### src/rtl/dmem_pair_sched_pkg.sv
// Shared types for the dual-pipe data-memory scheduler: request payload,
// response-queue entry, slot indices and scheduler FSM states.
package dmem_pair_sched_pkg;

  localparam int unsigned SLOT_A = 0;
  localparam int unsigned SLOT_B = 1;

  typedef struct packed {
    logic [31:0] va;
    logic        we;
    logic [1:0]  size;
    logic [3:0]  wstrb;
    logic [31:0] wdata;
  } mem_req_t;

  // One queue entry per accepted downstream transaction; a and b mark which
  // pipes own the response, kill marks a transaction squashed by flush.
  typedef struct packed {
    logic a;
    logic b;
    logic kill;
  } rq_entry_t;

  typedef enum logic {
    ST_ISSUE = 1'b0,
    ST_SPLIT = 1'b1
  } sched_state_t;

endpackage

### src/rtl/dmem_pair_sched_if.sv
// Bundle of LSU-side (u_*) and MMU-side (d_*) signals around the scheduler.
// Handshakes: u_req/u_addr_ok and d_req/d_addr_ok transfer a request in the
// cycle both are high; *_data_ok is a one-cycle, in-order response strobe.
interface dmem_pair_sched_if;
  import dmem_pair_sched_pkg::*;

  logic     [1:0]       u_req;
  mem_req_t [1:0]       u_info;
  logic     [1:0]       u_addr_ok;
  logic     [1:0]       u_data_ok;
  logic     [1:0][31:0] u_rdata;

  logic     [1:0]       d_req;
  mem_req_t [1:0]       d_info;
  logic     [1:0]       d_addr_ok;
  logic     [1:0]       d_data_ok;
  logic     [1:0][31:0] d_rdata;

  modport slave (
    input  u_req, u_info, d_addr_ok, d_data_ok, d_rdata,
    output u_addr_ok, u_data_ok, u_rdata, d_req, d_info
  );

  modport master (
    output u_req, u_info, d_addr_ok, d_data_ok, d_rdata,
    input  u_addr_ok, u_data_ok, u_rdata, d_req, d_info
  );

endinterface

### src/rtl/dmem_pair_sched_resp_fifo.sv
// In-order response queue: ring of rq_entry_t with wrap-bit pointers,
// plus a kill_all that marks every stored (and incoming) entry as squashed.
module dmem_resp_fifo
  import dmem_pair_sched_pkg::*;
#(
  parameter int DEPTH = 2
) (
  input  logic      clk,
  input  logic      resetn,
  input  logic      push,
  input  rq_entry_t push_entry,
  input  logic      pop,
  input  logic      kill_all,
  output rq_entry_t head,
  output logic      full,
  output logic      empty
);

  localparam int AW = (DEPTH > 1) ? $clog2(DEPTH) : 1;

  rq_entry_t [DEPTH-1:0] r_mem;
  logic      [AW:0]      r_wptr;
  logic      [AW:0]      r_rptr;
  logic                  w_push;
  logic                  w_pop;
  logic      [AW:0]      w_one;

  assign w_one  = {{AW{1'b0}}, 1'b1};
  assign empty  = (r_wptr == r_rptr);
  assign full   = (r_wptr[AW] != r_rptr[AW]) && (r_wptr[AW-1:0] == r_rptr[AW-1:0]);
  assign head   = r_mem[r_rptr[AW-1:0]];
  assign w_push = push & ~full;
  assign w_pop  = pop & ~empty;

  always_ff @(posedge clk or negedge resetn) begin
    if (!resetn) begin
      r_mem  <= '0;
      r_wptr <= '0;
      r_rptr <= '0;
    end else begin
      if (kill_all) begin
        for (int i = 0; i < DEPTH; i++) begin
          r_mem[i].kill <= 1'b1;
        end
      end
      if (w_push) begin
        r_mem[r_wptr[AW-1:0]] <= '{a: push_entry.a, b: push_entry.b,
                                   kill: push_entry.kill | kill_all};
        r_wptr <= r_wptr + w_one;
      end
      if (w_pop) begin
        r_rptr <= r_rptr + w_one;
      end
    end
  end

endmodule

### src/rtl/dmem_pair_sched.sv
// Schedules LSU pipes A (older) and B (younger) onto MMU ports d1/d2 while
// keeping program order, and steers in-order MMU responses back per pipe.
module dmem_pair_sched
  import dmem_pair_sched_pkg::*;
#(
  parameter int RQ_DEPTH = 2
) (
  input  logic                    clk,
  input  logic                    resetn,
  input  logic                    flush,
  output logic                    idle,
  dmem_pair_sched_if.slave        bus,
  output sched_state_t            o_dbg_state
);

  logic         [1:0] r_hold_v;
  mem_req_t     [1:0] r_hold;
  logic               r_bfirst;
  sched_state_t       r_state;

  logic               w_rq_full;
  logic               w_rq_empty;
  rq_entry_t          w_head;
  rq_entry_t          w_push_entry;
  logic               w_issue_en;
  logic         [1:0] w_d_req;
  logic         [1:0] w_acc;
  logic         [1:0] w_cap;
  logic               w_to_split;

  // Nothing is offered while the queue cannot record it or while flushing.
  assign w_issue_en = ~w_rq_full & ~flush;

  // A waits behind an older held B (bfirst) and while B is re-issued alone.
  assign w_d_req[SLOT_A] = w_issue_en & r_hold_v[SLOT_A] & ~r_bfirst & (r_state == ST_ISSUE);
  assign w_d_req[SLOT_B] = w_issue_en & r_hold_v[SLOT_B];
  assign w_acc           = w_d_req & bus.d_addr_ok;

  // A holding register is refilled only when empty or drained this cycle.
  assign w_cap[SLOT_A] = bus.u_req[SLOT_A] & ~flush & (~r_hold_v[SLOT_A] | w_acc[SLOT_A])
                         & (r_state == ST_ISSUE);
  assign w_cap[SLOT_B] = bus.u_req[SLOT_B] & ~flush & (~r_hold_v[SLOT_B] | w_acc[SLOT_B]);

  assign w_to_split = w_acc[SLOT_A] & r_hold_v[SLOT_B] & ~bus.d_addr_ok[SLOT_B];

  assign bus.u_addr_ok = w_cap;
  assign bus.d_req     = w_d_req;
  assign bus.d_info    = r_hold;

  always_ff @(posedge clk or negedge resetn) begin
    if (!resetn) begin
      r_hold_v <= '0;
      r_hold   <= '0;
    end else begin
      for (int i = 0; i < 2; i++) begin
        if (w_cap[i]) begin
          r_hold_v[i] <= 1'b1;
          r_hold[i]   <= bus.u_info[i];
        end else if (flush || w_acc[i]) begin
          r_hold_v[i] <= 1'b0;
        end
      end
    end
  end

  // FSM and age bit. bfirst marks a held, unissued B that is older than A.
  always_ff @(posedge clk or negedge resetn) begin
    if (!resetn) begin
      r_state  <= ST_ISSUE;
      r_bfirst <= 1'b0;
    end else begin
      if (flush || w_acc[SLOT_B]) begin
        r_bfirst <= 1'b0;
      end else if (w_cap[SLOT_A] && r_hold_v[SLOT_B]) begin
        r_bfirst <= 1'b1;
      end

      if (flush) begin
        r_state <= ST_ISSUE;
      end else begin
        case (r_state)
          ST_ISSUE: if (w_to_split)     r_state <= ST_SPLIT;
          ST_SPLIT: if (w_acc[SLOT_B])  r_state <= ST_ISSUE;
          default:                      r_state <= ST_ISSUE;
        endcase
      end
    end
  end

  assign o_dbg_state = r_state;

  assign w_push_entry = '{a: w_acc[SLOT_A], b: w_acc[SLOT_B], kill: 1'b0};

  dmem_resp_fifo #(
    .DEPTH (RQ_DEPTH)
  ) u_resp_fifo (
    .clk        (clk),
    .resetn     (resetn),
    .push       (|w_acc),
    .push_entry (w_push_entry),
    .pop        (|bus.d_data_ok),
    .kill_all   (flush),
    .head       (w_head),
    .full       (w_rq_full),
    .empty      (w_rq_empty)
  );

  // Responses with no matching queue entry (e.g. after reset) are dropped.
  assign bus.u_data_ok[SLOT_A] = bus.d_data_ok[SLOT_A] & ~w_rq_empty & w_head.a & ~w_head.kill;
  assign bus.u_data_ok[SLOT_B] = bus.d_data_ok[SLOT_B] & ~w_rq_empty & w_head.b & ~w_head.kill;
  assign bus.u_rdata           = bus.d_rdata;

  assign idle = ~r_hold_v[SLOT_A] & ~r_hold_v[SLOT_B] & w_rq_empty;

  a_no_orphan_resp: assert property (@(posedge clk) disable iff (!resetn)
    !((|bus.d_data_ok) && w_rq_empty));

  a_no_issue_when_full: assert property (@(posedge clk) disable iff (!resetn)
    !((|w_d_req) && w_rq_full));

endmodule

### src/flat_wrapper.sv
// flat-port wrapper written by rule: the top's interface ports become plain ports
module dmem_pair_sched_flat import dmem_pair_sched_pkg::*;
#(
  parameter int RQ_DEPTH = 2
)
  (clk, resetn, flush, idle, o_dbg_state, bus_u_req, bus_u_info, bus_d_addr_ok, bus_d_data_ok, bus_d_rdata, bus_u_addr_ok, bus_u_data_ok, bus_u_rdata, bus_d_req, bus_d_info);
  dmem_pair_sched_if bus_i ();
  input  logic clk;
  input  logic resetn;
  input  logic flush;
  output logic idle;
  output sched_state_t o_dbg_state;
  input wire logic [$bits(bus_i.u_req)-1:0] bus_u_req;
  input wire logic [$bits(bus_i.u_info)-1:0] bus_u_info;
  input wire logic [$bits(bus_i.d_addr_ok)-1:0] bus_d_addr_ok;
  input wire logic [$bits(bus_i.d_data_ok)-1:0] bus_d_data_ok;
  input wire logic [$bits(bus_i.d_rdata)-1:0] bus_d_rdata;
  output wire logic [$bits(bus_i.u_addr_ok)-1:0] bus_u_addr_ok;
  output wire logic [$bits(bus_i.u_data_ok)-1:0] bus_u_data_ok;
  output wire logic [$bits(bus_i.u_rdata)-1:0] bus_u_rdata;
  output wire logic [$bits(bus_i.d_req)-1:0] bus_d_req;
  output wire logic [$bits(bus_i.d_info)-1:0] bus_d_info;
  assign bus_i.u_req = bus_u_req;
  assign bus_i.u_info = bus_u_info;
  assign bus_i.d_addr_ok = bus_d_addr_ok;
  assign bus_i.d_data_ok = bus_d_data_ok;
  assign bus_i.d_rdata = bus_d_rdata;
  assign bus_u_addr_ok = bus_i.u_addr_ok;
  assign bus_u_data_ok = bus_i.u_data_ok;
  assign bus_u_rdata = bus_i.u_rdata;
  assign bus_d_req = bus_i.d_req;
  assign bus_d_info = bus_i.d_info;
  dmem_pair_sched #(.RQ_DEPTH(RQ_DEPTH)) u_core (.clk(clk), .resetn(resetn), .flush(flush), .idle(idle), .bus(bus_i), .o_dbg_state(o_dbg_state));
endmodule
### config.mk
export PLATFORM = sky130hd
export DESIGN_NAME = dmem_pair_sched_flat
export DESIGN_NICKNAME = d
export VERILOG_FILES = /design/src/rtl/dmem_pair_sched_pkg.sv /design/src/rtl/dmem_pair_sched_if.sv /design/src/rtl/dmem_pair_sched_resp_fifo.sv /design/src/rtl/dmem_pair_sched.sv /design/src/flat_wrapper.sv
export SDC_FILE = /design/constraint.sdc
export NUM_CORES = 1
export LEC_CHECK = 0
export CAP_MARGIN = 15
export CORE_AREA = 2 2 168 170
export DETAILED_ROUTE_END_ITERATION = 8
export DIE_AREA = 0 0 170 172
export MAX_ROUTING_LAYER = met4
export SYNTH_ARGS = -nofsm -noshare
export SYNTH_HDL_FRONTEND = slang
export SYNTH_HIERARCHICAL = 1
export SYNTH_SLANG_ARGS = --single-unit
### constraint.sdc
create_clock -name clk -period 3.4 [get_ports clk]
set_input_delay 0.34 -clock clk [delete_from_list [all_inputs] [get_ports clk]]
set_output_delay 0.34 -clock clk [all_outputs]
set_load 0.02 [all_outputs]
-- Word level (Yosys, flattened, before mapping)
Index checks and enable logic that the tools add are counted.
- register bits: 156
- word-level logic and storage cells: 92
- output and inout bits: 214
- input bits: 215
- multiplexer cells: 18
- reduce and logical (&&, ||, !) cells: 10
- $lt $le $gt $ge: 3
- add/subtract/negate cells: 2
- bitwise operators: 34
- eq/ne operators: 3
- operator list (operator ; number):
    $and 1x1->1 ; 22
    $mux 1 ; 11
    $mux 3 ; 3
    $not 1->1 ; 9
    $bwmux 6 ; 1
    $reduce_bool 2->1 ; 3
    $add 2x1->2 const B ; 2
    $lt 1x2->1 const B ; 2
    $mux 4 ; 1
    $reduce_or 2->1 ; 2
    $demux 3 s1 ; 1
    $logic_and 1x1->1 ; 3
    $and 2x2->2 ; 1
    $eq 2x2->1 ; 1
    $logic_or 1x1->1 ; 2
    $or 1x1->1 ; 2
    $pmux 1 s2 ; 1
    $eq 1x1->1 ; 1
    $ge 1x1->1 const B ; 1
    $ne 1x1->1 ; 1

-- Logic depth before layout (Yosys ltp)
Gate-level depths: netlist of run 1.
- depth in word-level cells: 14
- depth in mapped cells: 9
- mapped depth without buffers: 8

-- Modules after synthesis
Netlist of run 1, hierarchy kept.
- modules (own cells, without submodules) (module ; area an instance (µm²) ; seq. area each (µm²) ; cells each ; times used):
    dmem_pair_sched ; 6105.9 ; 3653.5 ; 399 ; 1
    dmem_resp_fifo ; 528.0 ; 250.2 ; 52 ; 1

-- Worst setup path before layout of run 1
No wires, ideal clock.
- path type: reg2reg
- from: reg u_core.u_resp_fifo.r_rptr[0]
- to: reg u_core.r_hold (netlist bit u_core/bus.d_info[14])
- period minus slack after synthesis: 2463 ps
- setup time: 125 ps
- setup slack: 937 ps
- data required time: 3275 ps
- buffers on the path: 2
- data arrival time: 2338 ps
- cell stages (with the launch flop): 8
- cells stage by stage: dfrtp_1 clkbuf_1 xor2_1 nor2_1 or4_4 o32ai_4 buf_6 mux2_2
- cells in the longest elaborated chain, start to end: 11
- ends and longest elaborated chain (item ; line ; source):
    start, declared ; dmem_pair_sched_resp_fifo.sv:23 ; logic [AW:0] r_rptr;
    start signal, assigned ; dmem_pair_sched_resp_fifo.sv:52 ; r_rptr <= r_rptr + w_one;
    $eq 1x1->1 ; dmem_pair_sched_resp_fifo.sv:30 ; assign full = (r_wptr[AW] != r_rptr[AW]) && (r_wptr[AW-1:0] == r_rptr[AW-1:0]);
    $logic_and 1x1->1 ; dmem_pair_sched_resp_fifo.sv:30 ;
    named net u_core.w_rq_full ; dmem_pair_sched.sv:21 ; logic w_rq_full;
    $not 1->1 ; dmem_pair_sched.sv:32 ; assign w_issue_en = ~w_rq_full & ~flush;
    $and 1x1->1 ; dmem_pair_sched.sv:32 ;
    $and 1x1->1 (3 in a row) ; dmem_pair_sched.sv:35 ; assign w_d_req[SLOT_A] = w_issue_en & r_hold_v[SLOT_A] & ~r_bfirst & (r_state == ST_ISSUE);
    $and 2x2->2 ; dmem_pair_sched.sv:37 ; assign w_acc = w_d_req & bus.d_addr_ok;
    $or 1x1->1 ; dmem_pair_sched.sv:40 ; assign w_cap[SLOT_A] = bus.u_req[SLOT_A] & ~flush & (~r_hold_v[SLOT_A] | w_acc[SLOT_A])
    $and 1x1->1 ; dmem_pair_sched.sv:40 ;
    $and 1x1->1 ; dmem_pair_sched.sv:41 ; & (r_state == ST_ISSUE);
    named net bus_u_addr_ok[0] ; flat_wrapper.sv:18 ; output wire logic [$bits(bus_i.u_addr_ok)-1:0] bus_u_addr_ok;
    end signal, assigned by index ; dmem_pair_sched.sv:58 ; r_hold[i] <= bus.u_info[i];
    end, declared ; dmem_pair_sched.sv:17 ; mem_req_t [1:0] r_hold;
The timed path passes the listed nets, and every way through them passes these cells.
A chain may end at the register's enable or synchronous reset.

-- Worst setup path after layout of run 1
- from: reg u_core.u_resp_fifo.r_rptr[1]
- to: out bus_u_addr_ok[0]
- cells in the longest elaborated chain, start to end: 11
- ends and longest elaborated chain (item ; line):
    $ne 1x1->1 ; dmem_pair_sched_resp_fifo.sv:30
    $logic_and 1x1->1 ; dmem_pair_sched_resp_fifo.sv:30
    named net u_core.w_rq_full ; dmem_pair_sched.sv:21
    $not 1->1 ; dmem_pair_sched.sv:32
    $and 1x1->1 ; dmem_pair_sched.sv:32
    $and 1x1->1 (3 in a row) ; dmem_pair_sched.sv:35
    $and 2x2->2 ; dmem_pair_sched.sv:37
    $or 1x1->1 ; dmem_pair_sched.sv:40
    $and 1x1->1 ; dmem_pair_sched.sv:40
    $and 1x1->1 ; dmem_pair_sched.sv:41
    end, declared ; flat_wrapper.sv:18
The timed path passes the listed nets, and every way through them passes these cells.

==> results of run 1 <==
==> worst reg2reg max path: cells and delay by family, from the launching register on <==
kind	cells	cell delay, ps
AO/OA/AOI/OAI	1	150
XOR/XNOR	1	310
buffers and inverters	1	410
flip-flops	1	450
multiplexers	1	450
AND/OR/NAND/NOR	2	730
==> power by group <==
| group | internal (W) | switching (W) | total (W) |
|---|---|---|---|
| Sequential | 0.00250 | 0.000363 | 0.00286 |
| Combinational | 0.00185 | 0.00154 | 0.00339 |
| Clock | 0.00101 | 0.000871 | 0.00188 |
| Total | 0.00535 | 0.00278 | 0.00813 |
==> logic make-up (layout without fill, tap and decap cells) <==
kind of cell              after synthesis  count (layout)
and+or+nand+nor                        33              33
buffers and inverters                  88             345
AOI/OAI and AO/OA                      21              21
other                                   1               2
muxes                                 149             149
xor gates and xnor gates                3               3
DFF                                   156             156
==> metrics by stage <==
| step | instances | util [%] |
|---|---|---|
| floorplan | 452 | - |
| global placement | 1022 | 34.7 |
| detailed placement | 1022 | 34.7 |
| CTS | 1055 | 36.9 |
| global route | 1055 | 36.9 |
| finish | 1055 | 36.9 |
==> what timing repair did <==
item,4_1_cts,5_1_grt
endpoints found under the hold margin,65,0
gates resized for setup,0,0
hold buffers,1,0
==> flip-flops by register name (all words and copies together) (netlist names) <==
| name | count |
|---|---|
| u_core/r_bfirst | 1 |
| u_core/bus.d_info | 142 |
| u_core/u_resp_fifo/r_rptr | 2 |
| u_core/r_hold_v | 2 |
| u_core/u_resp_fifo/r_wptr | 2 |
| u_core/u_resp_fifo/r_mem | 6 |
| u_core/o_dbg_state | 1 |
==> worst min path at each step <==
| stage | start | end | slack (ps) | cells after the start |
|---|---|---|---|---|
| global route | bus_u_info[61] | u_core/bus.d_info[61] | 510 | 2 |
| CTS | resetn | u_core/bus.d_info[117] | 500 | 2 |
| floorplan | resetn | u_core/bus.d_info[0] | 40 | 0 |
| detailed placement | resetn | u_core/bus.d_info[117] | 390 | 1 |
| global placement | resetn | u_core/bus.d_info[95] | 400 | 1 |
| finish | resetn | u_core/bus.d_info[117] | 480 | 2 |
==> placed cells by master (no fill, tap or decap), types with 2 or more instances in the layout <==
cell type and count:
clkbuf_16 17, nor2_1 7, buf_4 2, o221ai_1 2
a21oi_1 6, nand3_1 3, o21ai_0 6, nand2b_1 6
clkdlybuf4s50_1 299, dfrtp_1 156, buf_12 3, conb_1 2
clkinv_8 2, inv_1 7, mux2_2 139, nand2_1 5
inv_6 5, clkbuf_8 2, o211ai_1 2, nor3b_1 2
and3_1 2, nand3b_1 2, clkinv_4 5, mux2_4 10
==> per-layer routing <==
layer / GRT usage, % / up-vias
met5: - / -
met2: 18.4 / 203
met3: 4.03 / 51
met1: 13.1 / 2107
met4: 6.32 / 0
li1: - / 1987
==> final cells by class <==
| class | instances | area, um^2 | area share [%] |
|---|---|---|---|
| flip-flops and latches | 156 | 3900 | 38.5 |
| repair buffers | 306 | 3090 | 30.5 |
| multi-input cells | 208 | 2100 | 20.8 |
| clock buffers | 19 | 453 | 4.47 |
| well taps | 346 | 433 | 4.27 |
| clock inverters | 13 | 128 | 1.26 |
| inverters | 7 | 26.3 | 0.259 |
==> reports/results.tsv, run 1 <==
stage	metric	value	unit
synth	synth_cell_type_count	33	
timing	fmax	326	MHz
pwr	power_density	802	nW/um^2
timing	period_share	90.3	%
floorplan	die_h	172	um
timing	slew_headroom	57.1	%
critical_path	crit_required	3060	ps
clock_tree	post_cts_buffers	0	
critical_path	rrSetupSlack	790	ps
synth	synthTopCellsByArea	dfrtp_1 59%, mux2_2 24%, buf_4 7.2%	
critical_path	cp_slowest_cell	clkdlybuf4s50_1	
detailed_routing	routed_wl	17.3	mm
timing	final_hold_viol_count	0	
place	io_buffers	300	
finish	antenna_cells	0	
floorplan	start_util	24.1	%
floorplan	core	27500	um^2
floorplan	die_w	170	um
timing	setup_viol	0	
detailed_routing	top_layer_used	met4	
grt	grt_pass1_vias	4562	
finish	synthToLayoutAreaGrowth	52.8	%
critical_path	startpoint	u_core/u_resp_fifo/r_rptr[1]	
detailed_routing	vias	4348	
finish	drive_gt1_share	27.2	%
timing	grt_setup_unrepaired	false	
pwr	power	0.00813	W
synth	synth-seq-cells	156	
clock_tree	tritoncts	done	
critical_path	max_stage_delay	680	ps
synth	synth-simple-area-share	2.83	%
synth	synth_warnings	6	
grt	grt_max_degree	73	
synth	avgSynthCellArea	14.7	um^2
floorplan	die_area	29200	um^2
synth	synth_seq_area_share	58.8	%
grt	antenna_found_initial	0	
synth	synth_compound_area_share	2.24	%
synth	async_reset_ff_share	100	%
critical_path	path_buf_inv	1	
critical_path	start_kind	register	
synth	syn_area	6630	um^2
detailed_routing	first_pass_iters	4	
place	placed_cell_area	9550	um^2
timing	setup_tns	0	ps
detailed_routing	wl_met1	6.93	mm
critical_path	setup.worst_path.end_class	output port	
synth	netlist_instances	451	
place	place_ws	752	ps
detailed_routing	avgViaCountPerCell	4.12	
synth	synth_edf_count	0	
clock_tree	h-tree-depth	4	
outcome	status	complete, no violations	
critical_path	path_max_fanout	5	
hold_path	hp-class	in -> async	
critical_path	critPathKind	reg -> out	
finish	fillers	2658	
synth	synthXorXnorAreaFrac	0.509	%
detailed_routing	drt-initial-drc-count	101	
grt	track_usage	11.7	%
synth	yosys.cell_count.top_type	dfrtp_1	
critical_path	worst_r2r_path_depth	6	
clock_tree	clkSlewWorstSetupHoldPaths	70	ps
synth	synth_top_area_cell	dfrtp_1	
timing	slew_viol_final	0	
floorplan	rows	61	
detailed_routing	drtAntennaViolNets	0	
detailed_routing	avgRoutedWirePerCell	16.4	um
timing	finalCriticalPeriod	3070	ps
critical_path	crit_chain	xnor2_1, nor2_1, or4_4, o32ai_4, clkdlybuf4s50_1	
pwr	ir_worst_vdd	348	uV
synth	yosys.area.top_type_share	58.8	%
finish	finalNetCount	911	
critical_path	crit_end	bus_u_addr_ok[0]	
detailed_routing	dr_wl_met3	1.31	mm
detailed_routing	drc	0	
critical_path	r2r_start	u_core/u_resp_fifo/r_rptr[1]	
flow_run	max_cap_violations	0	
grt	grt_pass1_wl	25.3	mm
grt	gr-total-overflow	0	
clock_tree	clock_tree.root_cell	clkbuf_16	
synth	synth_top_family_by_area	multiplexers	
timing	holdWs	485	ps
synth	synth_mux_area_share	25.9	%
finish	stdcell_area	10100	um^2
clock_tree	clock_sinks	156	
synth	synthFlopType	dfrtp_1	
clock_tree	numCtsBuffers	17	
floorplan	ios	429	
pwr	leakage	4.11	nW
synth	synth_adder_area_share	0	%
timing	tightest_slew	644	ps
critical_path	regToRegEndpoint	u_core/bus.d_info[7]	
clock_tree	insertion_delay	420	ps
critical_path	cp.depth	5	
detailed_routing	wl_met2	8.36	mm
place	gp_congestion	0.733	
clock_tree	clockBufferDepth	2	
synth	synth_commonest_cells	156 x dfrtp_1, 139 x mux2_2, 64 x buf_4	
critical_path	cp.arrival	2730	ps
place	hpwl	12.4	mm
timing	worst_slack	330	ps
critical_path	critical-path-top-delay-family	simple AND/OR/NAND/NOR gates	
timing	fin_skew	11.4	ps
Note: power is estimated with default switching activity, not from simulation.
==> inputs of run 2 (changes only) <==
CELL_PAD_IN_SITES_DETAIL_PLACEMENT = 2   (was unset)
CELL_PAD_IN_SITES_GLOBAL_PLACEMENT = 2   (was unset)
CORE_AREA = unset   (was 2 2 168 170)
CORE_ASPECT_RATIO = 1.1   (was unset)
CORE_UTILIZATION = 22   (was unset)
DIE_AREA = unset   (was 0 0 170 172)
PLACE_DENSITY_LB_ADDON = 0.1   (was unset)
==> run 2 against run 1 <==
Effect of this change: cell count up 2.7%; sequential power up 1%; register-to-register slack worse by 60 ps; total power up 3.1%; die area up 5.5%; utilization down 2.5 points; sequential cell count unchanged; global-route usage up 2.6 points; non-clock buffer count unchanged; first-iteration DRC count up 48%; critical path depth unchanged; clock skew down 2.4 ps; largest cell class unchanged.
==> reports/results.tsv, run 2 (synthesized netlist as in run 1, its figures left out) <==
stage	metric	value	unit	change
clock_tree	clkSlewWorstSetupHoldPaths	70	ps	about the same
finish	layout_commonest_cell	clkdlybuf4s50_1		unchanged
clock_tree	h-tree-depth	4		unchanged
timing	holdWs	426	ps	was 485 ps
pwr	ir_worst_vdd	309	uV	was 348 uV
detailed_routing	drc	0		unchanged
floorplan	die_h	184	um	was 172 um
pwr	power_density	822	nW/um^2	was 802 nW/um^2
finish	seqCellArea	3900	um^2	unchanged
detailed_routing	drtAntennaViolNets	0		unchanged
finish	fillers	3046		was 2658
detailed_routing	first_pass_iters	5		was 4
floorplan	die_area	30900	um^2	was 29200 um^2
pwr	power	0.00838	W	was 0.00813 W
critical_path	max_stage_delay	690	ps	was 680 ps
clock_tree	clock_tree.root_cell	clkbuf_16		unchanged
finish	final_cell_mix	299 x clkdlybuf4s50_1, 156 x dfrtp_1, 139 x mux2_2		unchanged
finish	finalNetCount	911		unchanged
timing	fmax	317	MHz	was 326 MHz
detailed_routing	routed_wl	20.9	mm	was 17.3 mm
detailed_routing	drt-initial-drc-count	149		was 101
grt	track_usage	14.3	%	was 11.7%
timing	worst_slack	249	ps	was 330 ps
clock_tree	clock_sinks	156		unchanged
clock_tree	tritoncts	done		unchanged
critical_path	setup.worst_path.end_class	output port		unchanged
clock_tree	cts_resized	0		unchanged
critical_path	cp_slowest_cell	clkdlybuf4s50_1		unchanged
finish	synthToLayoutAreaGrowth	53.8	%	was 52.8%
hold_path	hp-class	in -> async		unchanged
critical_path	path_buf_inv	1		unchanged
pwr	leakage	4.11	nW	about the same
detailed_routing	avgRoutedWirePerCell	19.3	um	was 16.4 um
flow_run	max_cap_violations	0		unchanged
timing	period_share	92.7	%	was 90.3%
place	place_ws	678	ps	was 752 ps
critical_path	critPathKind	reg -> out		unchanged
floorplan	start_util	22.4	%	was 24.1%
timing	final_hold_viol_count	0		unchanged
critical_path	crit_chain	xnor2_1, nor2_1, or4_4, o32ai_4, clkdlybuf4s50_1		unchanged
critical_path	crit_required	3060	ps	about the same
finish	drive_gt1_share	26.7	%	was 27.2%
grt	grt_pass1_vias	5358		was 4562
place	hpwl	15.8	mm	was 12.4 mm
critical_path	worst_r2r_path_depth	8		was 6
grt	gr-total-overflow	0		unchanged
finish	multi_input_area	2100	um^2	unchanged
outcome	status	complete, no violations		unchanged
clock_tree	insertion_delay	430	ps	was 420 ps
finish	largest_reg_flops	142		unchanged
detailed_routing	avgViaCountPerCell	4.14		was 4.12
floorplan	rows	66		was 61
critical_path	path_max_fanout	5		unchanged
clock_tree	hold_buffers	1		unchanged
grt	grt_pass1_wl	31.7	mm	was 25.3 mm
finish	fin_util	34.4	%	was 36.9%
timing	slew_viol_final	0		unchanged
floorplan	ios	429		unchanged
place	io_buffers	300		unchanged
clock_tree	clockBufferDepth	2		unchanged
floorplan	core	29600	um^2	was 27500 um^2
grt	antenna_found_initial	1		was 0
timing	grt_setup_unrepaired	false		unchanged
critical_path	cp.depth	5		unchanged
timing	setup_viol	0		unchanged
floorplan	die_w	168	um	was 170 um
critical_path	start_kind	register		unchanged
detailed_routing	vias	4484		was 4348
clock_tree	post_cts_buffers	0		unchanged
critical_path	cp.arrival	2810	ps	was 2730 ps
timing	fin_skew	9.03	ps	was 11.4 ps
critical_path	critical-path-top-delay-family	simple AND/OR/NAND/NOR gates		unchanged
grt	grt_max_degree	77		was 73
timing	finalCriticalPeriod	3150	ps	was 3070 ps
timing	setup_tns	0	ps	unchanged
clock_tree	numCtsBuffers	17		unchanged
place	gp_congestion	0.715		was 0.733
==> run 2: changes by cell type in the layout (fill, tap and decap cells not counted), sizes merged <==
cell / delta
clkinv: -5
bufinv: +4
inv: -4
clkinvlp: +3
clkbuf: +1
diode: +1
==> run 2: metal layers <==
metal | global-route usage, % | routed length (um) | vias up
met4 | 7.71 | 743 | 0
met3 | 4.83 | 1580 | 56
met2 | 25.9 | 11600 | 185
met5 | - | 0 | -
met1 | 13.1 | 6990 | 2270
li1 | - | - | 1973
==> run 2: worst paths after layout <==
kind	to	slack [ps]	start
max in group asynchronous	u_core/bus.d_info[121]	2120	resetn
max reg2reg	u_core/u_resp_fifo/r_mem[5]	730	u_core/u_resp_fifo/r_rptr[1]
min reg2reg	u_core/bus.d_info[126]	500	u_core/bus.d_info[126]
min	u_core/bus.d_info[19]	430	resetn
min in group clk	u_core/bus.d_info[126]	500	u_core/bus.d_info[126]
max	bus_u_addr_ok[0]	250	u_core/u_resp_fifo/r_rptr[1]
==> run 2: cell type report <==
| cell class | instances | area share [%] |
|---|---|---|
| clock inverters | 11 | 1.66 |
| well taps | 374 | 4.59 |
| diodes | 1 | 0.0245 |
| repair buffers | 306 | 30.3 |
| clock buffers | 20 | 4.28 |
| flip-flops and latches | 156 | 38.3 |
| inverters | 7 | 0.258 |
| multi-input cells | 208 | 20.6 |
==> run 2: power by group <==
| group | leakage [nW] | total [W] | switching [W] | internal, W |
|---|---|---|---|---|
| Sequential | 1.83 | 0.00290 | 0.000399 | 0.00250 |
| Combinational | 2.00 | 0.00347 | 0.00163 | 0.00185 |
| Clock | 0.283 | 0.00200 | 0.000778 | 0.00122 |
==> run 2: through the flow <==
stage | area [um^2] | instances
after floorplan | 6640 | 452
after global placement | 9580 | 1050
after detailed placement | 9580 | 1050
after CTS | 10200 | 1082
after global routing | 10200 | 1083
final | 10200 | 1083
